**config.mk**
```make
export PLATFORM = sky130hd
export DESIGN_NAME = audio_tone_fx_flat
export DESIGN_NICKNAME = d
export VERILOG_FILES = /design/src/rtl/audio_tone_fx_if.sv /design/src/rtl/audio_tone_fx.sv /design/src/flat_wrapper.sv
export SDC_FILE = /design/constraint.sdc
export NUM_CORES = 1
export LEC_CHECK = 0
export ABC_AREA = 1
export CAP_MARGIN = 10
export CELL_PAD_IN_SITES_DETAIL_PLACEMENT = 1
export CELL_PAD_IN_SITES_GLOBAL_PLACEMENT = 1
export CORE_UTILIZATION = 38
export CTS_CLUSTER_SIZE = 8
export DETAILED_ROUTE_END_ITERATION = 16
export PLACE_DENSITY_LB_ADDON = 0.1
export SLEW_MARGIN = 25
export SYNTH_ARGS = -nofsm -noshare
export SYNTH_HDL_FRONTEND = slang
export SYNTH_SLANG_ARGS = --single-unit
```
**constraint.sdc**
```tcl
create_clock -name CLOCK_50 -period 4.6 [get_ports CLOCK_50]
set_clock_uncertainty 0.05 [all_clocks]
set_input_delay 0.69 -clock CLOCK_50 [delete_from_list [all_inputs] [get_ports CLOCK_50]]
set_output_delay 0.69 -clock CLOCK_50 [all_outputs]
set_load 0.01 [all_outputs]
```
**src/rtl/audio_tone_fx_if.sv**
```systemverilog
// Audio_Controller sample handshake bundle: ADC read side and DAC write side.
// The effect stage is the slave; the codec controller (or a bench) is the master.
interface audio_tone_fx_if #(
    parameter int DATA_W = 32
);
    logic                     in_available;
    logic signed [DATA_W-1:0] in_left;
    logic signed [DATA_W-1:0] in_right;
    logic                     read_in;
    logic                     out_allowed;
    logic signed [DATA_W-1:0] out_left;
    logic signed [DATA_W-1:0] out_right;
    logic                     write_out;

    modport master (
        output in_available, in_left, in_right, out_allowed,
        input  read_in, out_left, out_right, write_out
    );

    modport slave (
        input  in_available, in_left, in_right, out_allowed,
        output read_in, out_left, out_right, write_out
    );
endinterface

```
**src/rtl/audio_tone_fx.sv**
```systemverilog
// Audio effect stage: pass / chop / tone / saturating tone-mix on each sample pair,
// with a one-entry buffer between the ADC pop and the DAC push.
module audio_tone_fx #(
    parameter int DATA_W   = 32,
    parameter int PERIOD_W = 19,
    parameter int TONE_AMP = 10000000
) (
    input  logic                CLOCK_50,
    input  logic                reset_n,
    input  logic [1:0]          cfg_mode,
    input  logic [PERIOD_W-1:0] cfg_half_period,
    audio_tone_fx_if.slave      aud,
    output logic                tone_phase,
    output logic                busy
);

    typedef enum logic {
        ST_EMPTY = 1'b0,
        ST_FULL  = 1'b1
    } state_t;

    localparam logic signed [DATA_W-1:0] AMP_P   = DATA_W'(TONE_AMP);
    localparam logic signed [DATA_W-1:0] AMP_N   = -AMP_P;
    localparam logic signed [DATA_W-1:0] S_MAX   = {1'b0, {(DATA_W-1){1'b1}}};
    localparam logic signed [DATA_W-1:0] S_MIN   = {1'b1, {(DATA_W-1){1'b0}}};
    localparam logic signed [DATA_W-1:0] S_ZERO  = {DATA_W{1'b0}};
    localparam logic [PERIOD_W-1:0]      CNT_ONE = {{(PERIOD_W-1){1'b0}}, 1'b1};
    localparam logic [PERIOD_W-1:0]      CNT_ZERO = {PERIOD_W{1'b0}};

    state_t                   state_r;
    logic [PERIOD_W-1:0]      cnt_r;
    logic                     tone_phase_r;
    logic                     read_in_r;
    logic                     write_out_r;
    logic                     busy_r;
    logic signed [DATA_W-1:0] out_left_r;
    logic signed [DATA_W-1:0] out_right_r;

    logic                     tone_en_s;
    logic signed [DATA_W-1:0] tone_s;
    logic signed [DATA_W-1:0] proc_left_s;
    logic signed [DATA_W-1:0] proc_right_s;

    // Sum at DATA_W+1 bits; disagreeing top two bits mean the result left the range.
    function automatic logic signed [DATA_W-1:0] sat_add(
        input logic signed [DATA_W-1:0] a,
        input logic signed [DATA_W-1:0] b
    );
        logic [DATA_W:0] sum;
        sum = {a[DATA_W-1], a} + {b[DATA_W-1], b};
        if (sum[DATA_W] != sum[DATA_W-1]) begin
            sat_add = sum[DATA_W] ? S_MIN : S_MAX;
        end else begin
            sat_add = sum[DATA_W-1:0];
        end
    endfunction

    function automatic logic signed [DATA_W-1:0] fx(
        input logic [1:0]               mode,
        input logic signed [DATA_W-1:0] x,
        input logic signed [DATA_W-1:0] tone,
        input logic                     en,
        input logic                     phase
    );
        case (mode)
            2'd0:    fx = x;
            2'd1:    fx = phase ? S_ZERO : x;
            2'd2:    fx = en ? tone : S_ZERO;
            2'd3:    fx = en ? sat_add(x, tone) : x;
            default: fx = x;
        endcase
    endfunction

    // Effect result for the sample pair currently offered by the ADC side.
    always_comb begin
        tone_en_s    = (cfg_half_period != CNT_ZERO);
        tone_s       = tone_phase_r ? AMP_P : AMP_N;
        proc_left_s  = fx(cfg_mode, aud.in_left,  tone_s, tone_en_s, tone_phase_r);
        proc_right_s = fx(cfg_mode, aud.in_right, tone_s, tone_en_s, tone_phase_r);
    end

    // Square-wave generator; >= lets a shortened period wrap at once.
    always_ff @(posedge CLOCK_50 or negedge reset_n) begin
        if (!reset_n) begin
            cnt_r        <= CNT_ZERO;
            tone_phase_r <= 1'b0;
        end else if (cfg_half_period == CNT_ZERO) begin
            cnt_r        <= CNT_ZERO;
            tone_phase_r <= 1'b0;
        end else if (cnt_r >= cfg_half_period) begin
            cnt_r        <= CNT_ZERO;
            tone_phase_r <= ~tone_phase_r;
        end else begin
            cnt_r        <= cnt_r + CNT_ONE;
            tone_phase_r <= tone_phase_r;
        end
    end

    // Buffer FSM. No decision is taken in a pulse cycle, so the codec FIFO
    // flags have a clock to settle after each pop or push.
    always_ff @(posedge CLOCK_50 or negedge reset_n) begin
        if (!reset_n) begin
            state_r     <= ST_EMPTY;
            read_in_r   <= 1'b0;
            write_out_r <= 1'b0;
            busy_r      <= 1'b0;
            out_left_r  <= S_ZERO;
            out_right_r <= S_ZERO;
        end else begin
            read_in_r   <= 1'b0;
            write_out_r <= 1'b0;
            case (state_r)
                ST_EMPTY: begin
                    if (aud.in_available && !write_out_r) begin
                        read_in_r   <= 1'b1;
                        busy_r      <= 1'b1;
                        out_left_r  <= proc_left_s;
                        out_right_r <= proc_right_s;
                        state_r     <= ST_FULL;
                    end else begin
                        state_r <= ST_EMPTY;
                    end
                end
                ST_FULL: begin
                    if (aud.out_allowed && !read_in_r) begin
                        write_out_r <= 1'b1;
                        busy_r      <= 1'b0;
                        state_r     <= ST_EMPTY;
                    end else begin
                        state_r <= ST_FULL;
                    end
                end
                default: begin
                    busy_r  <= 1'b0;
                    state_r <= ST_EMPTY;
                end
            endcase
        end
    end

    assign aud.read_in   = read_in_r;
    assign aud.write_out = write_out_r;
    assign aud.out_left  = out_left_r;
    assign aud.out_right = out_right_r;
    assign tone_phase    = tone_phase_r;
    assign busy          = busy_r;

endmodule

```
**src/flat_wrapper.sv**
```systemverilog
// flat-port wrapper written by rule: the top's interface ports become plain ports
module audio_tone_fx_flat 
#(
    parameter int DATA_W   = 32,
    parameter int PERIOD_W = 19,
    parameter int TONE_AMP = 10000000
)
  (CLOCK_50, reset_n, cfg_mode, cfg_half_period, tone_phase, busy, aud_in_available, aud_in_left, aud_in_right, aud_out_allowed, aud_read_in, aud_out_left, aud_out_right, aud_write_out);
  audio_tone_fx_if #(.DATA_W(DATA_W)) aud_i ();
  input  logic CLOCK_50;
  input  logic reset_n;
  input  logic [1:0] cfg_mode;
  input  logic [PERIOD_W-1:0] cfg_half_period;
  output logic tone_phase;
  output logic busy;
  input wire logic [$bits(aud_i.in_available)-1:0] aud_in_available;
  input wire logic [$bits(aud_i.in_left)-1:0] aud_in_left;
  input wire logic [$bits(aud_i.in_right)-1:0] aud_in_right;
  input wire logic [$bits(aud_i.out_allowed)-1:0] aud_out_allowed;
  output wire logic [$bits(aud_i.read_in)-1:0] aud_read_in;
  output wire logic [$bits(aud_i.out_left)-1:0] aud_out_left;
  output wire logic [$bits(aud_i.out_right)-1:0] aud_out_right;
  output wire logic [$bits(aud_i.write_out)-1:0] aud_write_out;
  assign aud_i.in_available = aud_in_available;
  assign aud_i.in_left = aud_in_left;
  assign aud_i.in_right = aud_in_right;
  assign aud_i.out_allowed = aud_out_allowed;
  assign aud_read_in = aud_i.read_in;
  assign aud_out_left = aud_i.out_left;
  assign aud_out_right = aud_i.out_right;
  assign aud_write_out = aud_i.write_out;
  audio_tone_fx #(.DATA_W(DATA_W), .PERIOD_W(PERIOD_W), .TONE_AMP(TONE_AMP)) u_core (.CLOCK_50(CLOCK_50), .reset_n(reset_n), .cfg_mode(cfg_mode), .cfg_half_period(cfg_half_period), .aud(aud_i), .tone_phase(tone_phase), .busy(busy));
endmodule
```
==> metrics.yaml <==
route:
  avgRoutedWirePerCell_microns: 17.25
  via_count: 10770
  drtPass1Iterations: 5
  drcViolationCount: 0
  via_per_inst: 5.293
  wirelength_microns: 35080
  ant_nets: 0
  drt-initial-drc-count: 545
setup_path:
  critPathMaxFanout: 27
  start_kind: "flop"
  cp.arrival_ps: 4040
  rrSetupSlack_ps: 810
  worst_path_largest_cell_delay_ps: 470
  required_ps: 4850
  path_common_cell: "nand2_1"
  endpoint_kind: "flop"
  crit_chain: "inv_2 > buf_4 > ha_1 > nand2_1 > inv_1 > nand2_1 > nand2_1 > a21oi_1 > nand4_1 > nand2_2 > nor2_4 > nor2_4 > buf_4 > nand2_1 > nand2_1 > nand2_1 > nand2_1"
  crit_slowest_cell: "inv_2"
  critPathKind: "flop to flop"
synth:
  synth-edff-count: 0
  async_flop_share_pct: 100.0
  seq_area_frac_synth_pct: 22.72
  syn_avg_cell_area_sq_um: 6.189
  synth_cell_types: 41
  synthFlopType: "dfrtp_1"
  syn_nets: 1739
  synth_area_sq_um: 9692
  synth.ff_latch_count: 88
  ys_warn_count: 0
  synthCells: 1566
timing:
  finalMaxSlewViolations: 0
  finalSetupTns_ps: 0
  fin_crit_sh_pct: 82.48
  max_freq_mhz: 263.6
  tightest_slew_ps: 1057
  rsz0062_at_grt: "no"
  hold_viol_final: 0
  period_needed_ps: 3794
  postLayoutSetupSlackWorst_ps: 806.0
  slew_headroom_pct: 29.03
  final-setup-viol-count: 0
floorplanning:
  die_area_sq_um: 26150
  row_count: 58
  initial_core_util_pct: 38.60
  ios: 157
  die_w_microns: 161.7
  die_y_microns: 161.7
  core_area_sq_um: 25110
placed_design:
  dp_hpwl_microns: 26360
  port_buffers: 156
  dp_slack_ps: 663.0
  placed_area_sq_um: 11560
  gp_congestion: 0.9024
global_routing:
  grt_usage_pct: 27.30
  grt_pass1_vias: 10870
  grt_overflow: 0
  grt_pass1_wl_microns: 56930
  grt_antenna_before_repair: 1
  grt_max_degree: 68
flow_run:
  drv_cap: 0
clocking:
  cts_made_buffers: 9
  clk_pin_slew_worst_paths_ps: 70
  cts_tree: "done"
  ctsResizeCount: 0
  clk_latency_ps: 350
  cts_setup_buffers: 0
  cts.path.max_buffers: 2
  cts_hold_buf: 0
  clock_tree.root_cell: "clkbuf_16"
  cts_sinks: 88
  htree_num_levels: 3
cells_and_area:
  area_delta_synth_final_pct: 22.22
  drive_above_1_share_pct: 5.696
  post-route-cell-area_sq_um: 11850
  fillers: 3450
  finalNetCount: 1871
power_and_ir_drop:
  vdd.ir_drop.worst_v: 0.0002848
  powerDensity_nw_per_um2: 626.1
  leakage_nw: 6.025
min_path:
  hp-class: "primary input to asynchronous set/reset pin"
run_status:
  status: "finished, final reports clean"
area by class of cell:
class / instances / area, sq um / area share, %
tap: 330 / 412.9 / 3.486
clock buffer: 10 / 239.0 / 2.018
clock inverter: 6 / 45.04 / 0.3803
timing repair buffer: 171 / 1684 / 14.22
sequential: 88 / 2202 / 18.59
multi-input combinational: 1228 / 6507 / 54.94
antenna: 1 / 2.502 / 0.02113
inverter: 200 / 752.0 / 6.348
registers in the layout, summed over array words and instances (netlist names):
signal	flops
u_core.busy	1
u_core.aud.read_in	1
u_core.cnt_r	19
u_core.state_r	1
u_core.tone_phase	1
u_core.aud.out_right	32
u_core.aud.write_out	1
u_core.aud.out_left	32
routing by layer:
layer	wire (microns)	global-route usage, %	share of wire (%)	up-vias
met2	15240	43.63	43	236
met5	0	0	0	-
met1	17620	38.78	50	5177
met4	531	6.389	1.5	0
li1	-	-	-	5317
met3	1692	3.728	4.8	35
Yosys cell counts, types with 17 or more instances:
cell type | n | share of area (%)
nand3_1 | 98 | 5.1
clkbuf_1 | 35 | 1.4
xor2_1 | 34 | 3.1
nand2_1 | 516 | 20
o21ai_0 | 24 | 1.2
dfrtp_1 | 88 | 23
nor2_1 | 122 | 4.7
nand3_2 | 17 | 1.8
nand4_1 | 27 | 1.7
inv_1 | 183 | 7.1
o21ai_1 | 25 | 1.3
a21oi_1 | 182 | 9.4
ha_1 | 82 | 11
power by group:
part,total (W),internal [W],switching (W),leakage [nW]
clock network,0.000746,0.000383,0.000363,0.131
registers,0.00132,0.00109,0.000230,1.11
logic,0.00535,0.00202,0.00332,4.79
total,0.00742,0.00350,0.00392,6.02
per-stage QoR:
| stage | hold WS (ps) | instances | util (%) | power [W] |
|---|---|---|---|---|
| after detailed placement | 413.1 | 2017 | 46.03 | 0.006640 |
| after floorplan | 344.4 | 1566 | - | 0.004873 |
| after CTS | 432.9 | 2033 | 47.16 | 0.007438 |
| final | 420.9 | 2034 | 47.17 | 0.007417 |
| after global routing | 454.7 | 2033 | 47.16 | 0.008123 |
| after global placement | 404.1 | 2017 | 46.03 | 0.006516 |
cell families after synthesis:
family / synth area share, %
AND/OR/NAND/NOR: 36.83
XOR/XNOR: 3.976
flip-flops: 22.72
adder cells (fa/ha/maj): 11.00
AO/OA/AOI/OAI: 15.17
buffers and inverters: 10.30
worst max-delay path, delay by kind of cell (launching register included):
| family | cells | cell delay, ps |
|---|---|---|
| compound gates | 1 | 370 |
| simple gates | 11 | 1280 |
| flops | 1 | 390 |
| fa+ha+maj | 1 | 350 |
| buf+inv | 4 | 1270 |
placed cells by master, fill, tap and decap left out, types with 2 or more instances in the layout:
cell / count
o21ai_1: 24
xor2_1: 34
nand2_1: 516
or2_2: 3
o21bai_1: 11
nand4_1: 27
nor3b_1: 5
clkinv_4: 2
nand2_2: 10
dfrtp_1: 88
nand3_2: 17
clkbuf_16: 9
ha_1: 82
a21boi_0: 3
nor2_1: 121
a21oi_1: 182
nand3b_1: 3
nor4_2: 2
o211ai_1: 4
o21ai_0: 24
inv_1: 182
fa_1: 2
clkinv_1: 2
xnor2_1: 10
nand3_1: 98
inv_2: 15
buf_4: 15
a21oi_2: 5
a2bb2oi_1: 11
clkinvlp_4: 3
clkinv_2: 2
nor3_1: 14
nor2_4: 3
nor2_2: 5
and2_1: 3
a21o_1: 2
clkdlybuf4s50_1: 155
path summary, 6_finish.rpt:
path,from,endpoint,depth (start not counted)
min,reset_n,u_core.aud.out_right[23]$_DFFE_PN0P_,1
max in group asynchronous,reset_n,u_core.aud.out_left[24]$_DFFE_PN0P_,2
max,u_core.tone_phase$_DFFE_PN0P_,u_core.aud.out_right[4]$_DFFE_PN0P_,17
min reg2reg,u_core.aud.read_in$_DFF_PN0_,u_core.aud.write_out$_DFF_PN0_,1
max reg2reg,u_core.tone_phase$_DFFE_PN0P_,u_core.aud.out_right[4]$_DFFE_PN0P_,17
min in group CLOCK_50,u_core.aud.read_in$_DFF_PN0_,u_core.aud.write_out$_DFF_PN0_,1
(Power assumes the default switching activity.)
